`config.mk`:
```
export PLATFORM = sky130hd
export DESIGN_NAME = rf_wr_arbiter
export DESIGN_NICKNAME = d
export VERILOG_FILES = /design/src/rtl/rf_pkg.sv /design/src/rtl/rr_arbiter.sv /design/src/rtl/rf_wr_arbiter.sv
export SDC_FILE = /design/constraint.sdc
export NUM_CORES = 1
export LEC_CHECK = 0
export ABC_AREA = 1
export CORE_MARGIN = 2
export CORE_UTILIZATION = 36
export CTS_BUF_LIST = sky130_fd_sc_hd__clkbuf_2
export CTS_CLUSTER_DIAMETER = 80
export DETAILED_ROUTE_END_ITERATION = 10
export PLACE_DENSITY = 0.89
export SETUP_SLACK_MARGIN = 0.5
export SLEW_MARGIN = 20
export SYNTH_ARGS = -nofsm -noshare
export SYNTH_HDL_FRONTEND = slang
export SYNTH_SLANG_ARGS = --single-unit
```
`constraint.sdc`:
```
create_clock -name clk -period 2.6 [get_ports clk]
set_clock_uncertainty 0.15 [all_clocks]
set_input_delay 0.52 -clock clk [delete_from_list [all_inputs] [get_ports clk]]
set_output_delay 0.52 -clock clk [all_outputs]
set_load 0.03 [all_outputs]
```
`src/rtl/rf_pkg.sv`:
```
// Shared register-file constants and the write-port arbiter state encoding.
package rf_pkg;

  localparam int RF_AW    = 5;
  localparam int RF_DW    = 32;
  localparam int RF_DEPTH = 32;

  typedef enum logic {
    RF_ARB_RUN   = 1'b0,
    RF_ARB_CLEAR = 1'b1
  } rf_arb_state_e;

endpackage

```
`src/rtl/rr_arbiter.sv`:
```
// Combinational round-robin picker: searches from last+1 and grants the first valid input.
module rr_arbiter #(
  parameter int N  = 3,
  parameter int IW = (N > 1) ? $clog2(N) : 1
) (
  input  logic [N-1:0]  valid,
  input  logic [IW-1:0] last,
  output logic [N-1:0]  grant,
  output logic [IW-1:0] grant_idx
);

  int   idx;
  logic found;

  always_comb begin
    grant     = '0;
    grant_idx = '0;
    found     = 1'b0;
    idx       = 0;
    for (int k = 1; k <= N; k++) begin
      idx = (int'(last) + k) % N;
      if (!found && valid[idx]) begin
        found      = 1'b1;
        grant[idx] = 1'b1;
        grant_idx  = IW'(idx);
      end
    end
  end

endmodule

```
`src/rtl/rf_wr_arbiter.sv`:
```
// Register-file write-port arbiter: round-robin write-back sharing plus a
// clear sweep that zeroes every register through the same registered port.
module rf_wr_arbiter
  import rf_pkg::*;
#(
  parameter int N_REQ = 3,
  parameter int AW    = RF_AW,
  parameter int DW    = RF_DW
) (
  input  logic              clk,
  input  logic              rst,
  input  logic [N_REQ-1:0]    req_valid,
  input  logic [N_REQ*AW-1:0] req_addr,
  input  logic [N_REQ*DW-1:0] req_data,
  output logic [N_REQ-1:0]    req_ready,
  input  logic              clr_req,
  output logic              clr_busy,
  output logic [AW-1:0]     rf_addr,
  output logic [DW-1:0]     rf_din,
  output logic              rf_wr
);

  localparam int IW = (N_REQ > 1) ? $clog2(N_REQ) : 1;
  localparam int CW = $clog2(RF_DEPTH);

  rf_arb_state_e state_reg, state_next;
  logic [IW-1:0] last_reg;
  logic [CW-1:0] cnt_reg;
  logic [AW-1:0] rf_addr_reg;
  logic [DW-1:0] rf_din_reg;
  logic          rf_wr_reg;

  logic [N_REQ-1:0] grant;
  logic [IW-1:0]    grant_idx;
  logic             grant_ok;
  logic             handshake;
  logic [AW-1:0]    sel_addr;
  logic [DW-1:0]    sel_data;

  rr_arbiter #(.N(N_REQ), .IW(IW)) u_rr (
    .valid     (req_valid),
    .last      (last_reg),
    .grant     (grant),
    .grant_idx (grant_idx)
  );

  // A clear request wins over any pending write in the same cycle.
  assign grant_ok  = (state_reg == RF_ARB_RUN) && !clr_req && !rst;
  assign req_ready = grant_ok ? grant : '0;
  assign handshake = |req_ready;
  assign sel_addr  = req_addr[int'(grant_idx)*AW +: AW];
  assign sel_data  = req_data[int'(grant_idx)*DW +: DW];
  assign clr_busy  = (state_reg == RF_ARB_CLEAR);

  always_comb begin
    state_next = state_reg;
    case (state_reg)
      RF_ARB_RUN:   if (clr_req) state_next = RF_ARB_CLEAR;
      RF_ARB_CLEAR: if (cnt_reg == CW'(RF_DEPTH - 1)) state_next = RF_ARB_RUN;
      default:      state_next = RF_ARB_RUN;
    endcase
  end

  always_ff @(posedge clk) begin
    if (rst) begin
      state_reg   <= RF_ARB_RUN;
      last_reg    <= IW'(N_REQ - 1);
      cnt_reg     <= '0;
      rf_wr_reg   <= 1'b0;
      rf_addr_reg <= '0;
      rf_din_reg  <= '0;
    end else begin
      state_reg <= state_next;
      if (state_reg == RF_ARB_CLEAR) begin
        cnt_reg     <= cnt_reg + 1'b1;
        rf_wr_reg   <= 1'b1;
        rf_addr_reg <= AW'(cnt_reg);
        rf_din_reg  <= '0;
      end else begin
        cnt_reg   <= '0;
        rf_wr_reg <= 1'b0;
        if (handshake) begin
          last_reg <= grant_idx;
          // Register 0 is hard zero: the request is accepted but never written.
          if (sel_addr != '0) begin
            rf_wr_reg   <= 1'b1;
            rf_addr_reg <= sel_addr;
            rf_din_reg  <= sel_data;
          end
        end
      end
    end
  end

  assign rf_addr = rf_addr_reg;
  assign rf_din  = rf_din_reg;
  assign rf_wr   = rf_wr_reg;

endmodule
```
==> impl_summary.log <==
INFO  metric synth_compound_area_share = 21.4%
INFO  metric critPathLaunchType = flip-flop
INFO  metric drv_slew = 0
INFO  metric global_route.overflow_total = 0
INFO  metric post_synthesis_share_of_cell_area_spent_on_and_or_nand_and_nor_gates = 34.1%
INFO  metric areaGrowthSynthToFinish = 81.5%
INFO  metric slew-limit-headroom = 77.0%
INFO  metric number_of_global_route_vias_before_repair = 3703
INFO  metric flip_flop_count_of_the_largest_register_all_copies_and_words_added = 32
INFO  metric p_per_area = 825 nW/um2
INFO  metric fin_ws = -362 ps
INFO  metric fillcell_total = 621
INFO  metric place_hpwl = 8.06 mm
INFO  metric setup_viol_count_final = 43
INFO  metric avgViaCountPerCell = 5.10
INFO  metric violations_in_the_final_reports = negative setup slack
INFO  metric worst_pin_slew = 347 ps
INFO  metric placement.cell_area = 4780 um2
INFO  metric synth.cell_area = 2880 um2
INFO  metric finish.net_count = 772
INFO  metric drt-initial-drc-count = 212
INFO  metric cts_buffer_depth = 2
INFO  metric dr_total_vias = 3834
INFO  metric gp_congestion = 0.878
INFO  metric netlist-cell-type-count = 28
INFO  metric ys_ff_latch = 46
INFO  metric tritoncts = built
INFO  metric critPathRequiredTime = 1930 ps
INFO  metric multi_input_comb_area = 1840 um2
INFO  metric status = finished, violations left
INFO  metric totalPowerFinal = 4.32 mW
INFO  metric design.die.area = 8740 um2
INFO  metric ys.warnings.count = 0
INFO  metric rsz0062_at_grt = true
INFO  metric drc_markers = 0
INFO  metric cp_data_arrival_time = 2290 ps
INFO  metric sequential_cell_area = 927 um2
INFO  metric initial_core_util = 37.3%
INFO  metric grt_start_max_net_pins = 34
INFO  metric hold-worst-slack = 343 ps
INFO  metric die_extent_in_x = 93.5 um
INFO  metric sum_of_negative_setup_slack = -12620 ps
INFO  metric holdCritPathClass = reg2reg
INFO  metric cap_viol_max_count = 0
INFO  metric period_needed = 2960 ps
INFO  metric detailed_router_iteration_count_before_antenna_repair = 5
INFO  metric cts_made_buffers = 5
INFO  metric top_level_ports = 159
INFO  metric vdd_ir_drop_max = 0.382 mV
INFO  metric fraction_of_synthesized_area_in_multiplexers = 0%
INFO  metric synth_fa_ha_area_share = 2.60%
INFO  metric postRouteAntennaNets = 0
INFO  metric path_max_fanout = 4
INFO  metric timing.critical_path.to_type = output pin
INFO  metric n_antenna_cell = 0
INFO  metric critical_path.cell_chain = inv_1, ha_4, inv_2, nand2_1, nand3_1, nand2_4, nand3_4, buf_4, nor2_2, nor2_2, nor2_4, buf_6, buf_6
INFO  metric grt_pass1_wl = 16.6 mm
INFO  metric main_combinational_cell_family_by_area_after_synthesis = simple AND/OR/NAND/NOR gates
INFO  metric numClockSinks = 46
INFO  metric clock_insertion_delay_worst_skew = 400 ps
INFO  metric critical_path.slowest_cell = sky130_fd_sc_hd__dfxtp_2
INFO  metric postSynthAreaPerCell = 6.42 um2
INFO  metric ctsRootBufferMaster = sky130_fd_sc_hd__clkbuf_2
INFO  metric cpPeakStageDelay = 390 ps
INFO  metric worstSetupPathType = reg2out
INFO  metric placement.io_buffers = 158
INFO  metric globalRouteTotalUtil = 23.8%
INFO  metric mapped_nets = 572
INFO  metric sequential_share_of_the_synthesized_area = 31.9%
INFO  metric timing_hold_violations_final = 0
INFO  metric initial_antenna_violation_count = 0
INFO  metric htreeDepth = 2
INFO  metric final_layout_size_suffix_gt1_share = 20.8%
INFO  metric route.final.wire_length = 11.4 mm
INFO  metric finish.instance_area = 5230 um2
INFO  metric fmaxAchievable = 338 MHz
INFO  metric clk_transition_reported_paths = 240 ps
INFO  metric utilization = 67.7%
INFO  metric synthesized_area_fraction_occupied_by_xor_and_xnor_cells = 0%
INFO  metric rows = 32
INFO  metric ratio_of_final_minimum_period_to_clock_period = 114%
INFO  metric postSynthCellCount = 449
INFO  metric detail_route.wl_per_cell = 15.1 um
INFO  metric static-leakage-power = 2.31 nW
INFO  metric floorplan.core_area = 7730 um2
INFO  metric cts.hold.buffers_added = 0
INFO  metric die_height = 93.5 um
[logic make-up (layout without fill, tap and decap cells)]
kind of cell | Yosys count | count (layout)
compound gates | 119 | 119
simple gates | 219 | 219
flops | 46 | 46
buf+inv | 59 | 260
fa+ha+maj | 6 | 6
[critical path: cells and delay by family, from the launching register on]
family,cells,cell delay (ps)
adders and majority gates,1,190
buffers and inverters,5,590
DFF,1,390
and+or+nand+nor,7,690
[synthesized netlist by cell type]
| master | instances | area share [%] |
|---|---|---|
| sky130_fd_sc_hd__nor2_1 | 112 | 15 |
| sky130_fd_sc_hd__o21ai_0 | 69 | 12 |
| sky130_fd_sc_hd__nand2_1 | 61 | 7.9 |
| sky130_fd_sc_hd__dfxtp_1 | 46 | 32 |
| sky130_fd_sc_hd__o21ai_1 | 33 | 5.7 |
| sky130_fd_sc_hd__inv_1 | 26 | 3.4 |
| sky130_fd_sc_hd__nand3_1 | 19 | 3.3 |
| sky130_fd_sc_hd__clkbuf_1 | 14 | 1.8 |
| sky130_fd_sc_hd__nand2_2 | 11 | 2.4 |
| sky130_fd_sc_hd__a21oi_1 | 9 | 1.6 |
| sky130_fd_sc_hd__inv_2 | 7 | 0.91 |
| sky130_fd_sc_hd__nand3_2 | 7 | 2.4 |
| sky130_fd_sc_hd__ha_1 | 6 | 2.6 |
| sky130_fd_sc_hd__a21boi_0 | 5 | 1.3 |
| sky130_fd_sc_hd__buf_2 | 4 | 0.69 |
| sky130_fd_sc_hd__buf_6 | 4 | 1.6 |
| sky130_fd_sc_hd__nand2_4 | 3 | 1.2 |
| sky130_fd_sc_hd__nor2_2 | 2 | 0.43 |
| sky130_fd_sc_hd__o21ai_2 | 2 | 0.61 |
| sky130_fd_sc_hd__buf_1 | 1 | 0.13 |
| sky130_fd_sc_hd__buf_12 | 1 | 0.69 |
| sky130_fd_sc_hd__buf_4 | 1 | 0.26 |
| sky130_fd_sc_hd__buf_8 | 1 | 0.52 |
| sky130_fd_sc_hd__nand3_4 | 1 | 0.61 |
| sky130_fd_sc_hd__nand3b_1 | 1 | 0.26 |
| sky130_fd_sc_hd__nand4_4 | 1 | 0.74 |
| sky130_fd_sc_hd__o22ai_1 | 1 | 0.22 |
| sky130_fd_sc_hd__or3_1 | 1 | 0.22 |
[cell usage in the layout (no fill, tap or decap), types with 2 or more instances in the layout]
cell type / instances
sky130_fd_sc_hd__dfxtp_2: 2
sky130_fd_sc_hd__nand2_4: 6
sky130_fd_sc_hd__nor2_1: 107
sky130_fd_sc_hd__o21ai_0: 52
sky130_fd_sc_hd__dfxtp_1: 43
sky130_fd_sc_hd__clkdlybuf4s50_1: 116
sky130_fd_sc_hd__nand2_2: 11
sky130_fd_sc_hd__dlygate4sd2_1: 39
sky130_fd_sc_hd__buf_4: 42
sky130_fd_sc_hd__ha_1: 3
sky130_fd_sc_hd__o21ai_1: 46
sky130_fd_sc_hd__inv_4: 3
sky130_fd_sc_hd__nor2_2: 6
sky130_fd_sc_hd__clkinvlp_4: 2
sky130_fd_sc_hd__a21boi_0: 4
sky130_fd_sc_hd__inv_1: 23
sky130_fd_sc_hd__a21oi_1: 6
sky130_fd_sc_hd__nand2_1: 56
sky130_fd_sc_hd__nand3_2: 9
sky130_fd_sc_hd__clkbuf_2: 5
sky130_fd_sc_hd__ha_4: 2
sky130_fd_sc_hd__nand2_8: 2
sky130_fd_sc_hd__nand3_4: 2
sky130_fd_sc_hd__inv_2: 5
sky130_fd_sc_hd__buf_12: 5
sky130_fd_sc_hd__o21ai_2: 5
sky130_fd_sc_hd__nand3_1: 16
sky130_fd_sc_hd__a21oi_2: 2
sky130_fd_sc_hd__buf_6: 14
[per-stage QoR]
step / instances / worst slack (ps)
after global routing: 752 / -496
after CTS: 743 / -246
final: 752 / -362
after detailed placement: 720 / -569
after floorplan: 449 / 120
after global placement: 720 / -474
[per-layer routing]
layer  up-vias  part of all wire, %  GRT usage (%)
li1       1863                    -              -
met1      1751                   37           25.3
met2       171                   52           45.9
met3        49                  6.6           4.75
met4         0                  4.0           8.46
met5         -                    0              0
[layout make-up]
class | count | share of cell area (%)
Clock buffer | 5 | 0.478
Clock inverter | 3 | 0.311
Inverter | 33 | 2.82
Multi-Input combinational cell | 344 | 35.3
Sequential cell | 46 | 17.7
Tap cell | 102 | 2.44
Timing Repair Buffer | 219 | 41.0
[path summary, 6_finish.rpt]
kind / cells after the start / startpoint / to / slack, ps
max reg2reg: 21 / last_reg[1] / rf_din[4] / -350
min: 1 / cnt_reg[0] / cnt_reg[0] / 340
min reg2reg: 1 / cnt_reg[0] / cnt_reg[0] / 340
max: 13 / last_reg[1] / req_ready[1] / -360
[what timing repair did]
action / in CTS / in global routing
buffers inserted: 13 / 8
endpoints found under the setup margin: 82 / 44
pin swaps: 13 / 21
gates cloned: 2 / 1
resized for setup: 81 / 31
[power breakdown]
group	switching, mW	internal, mW
clock	0.225	0.0614
sequential	0.0647	0.819
combinational	1.76	1.39
total	2.05	2.27
Note: power is estimated with default switching activity, not from simulation.
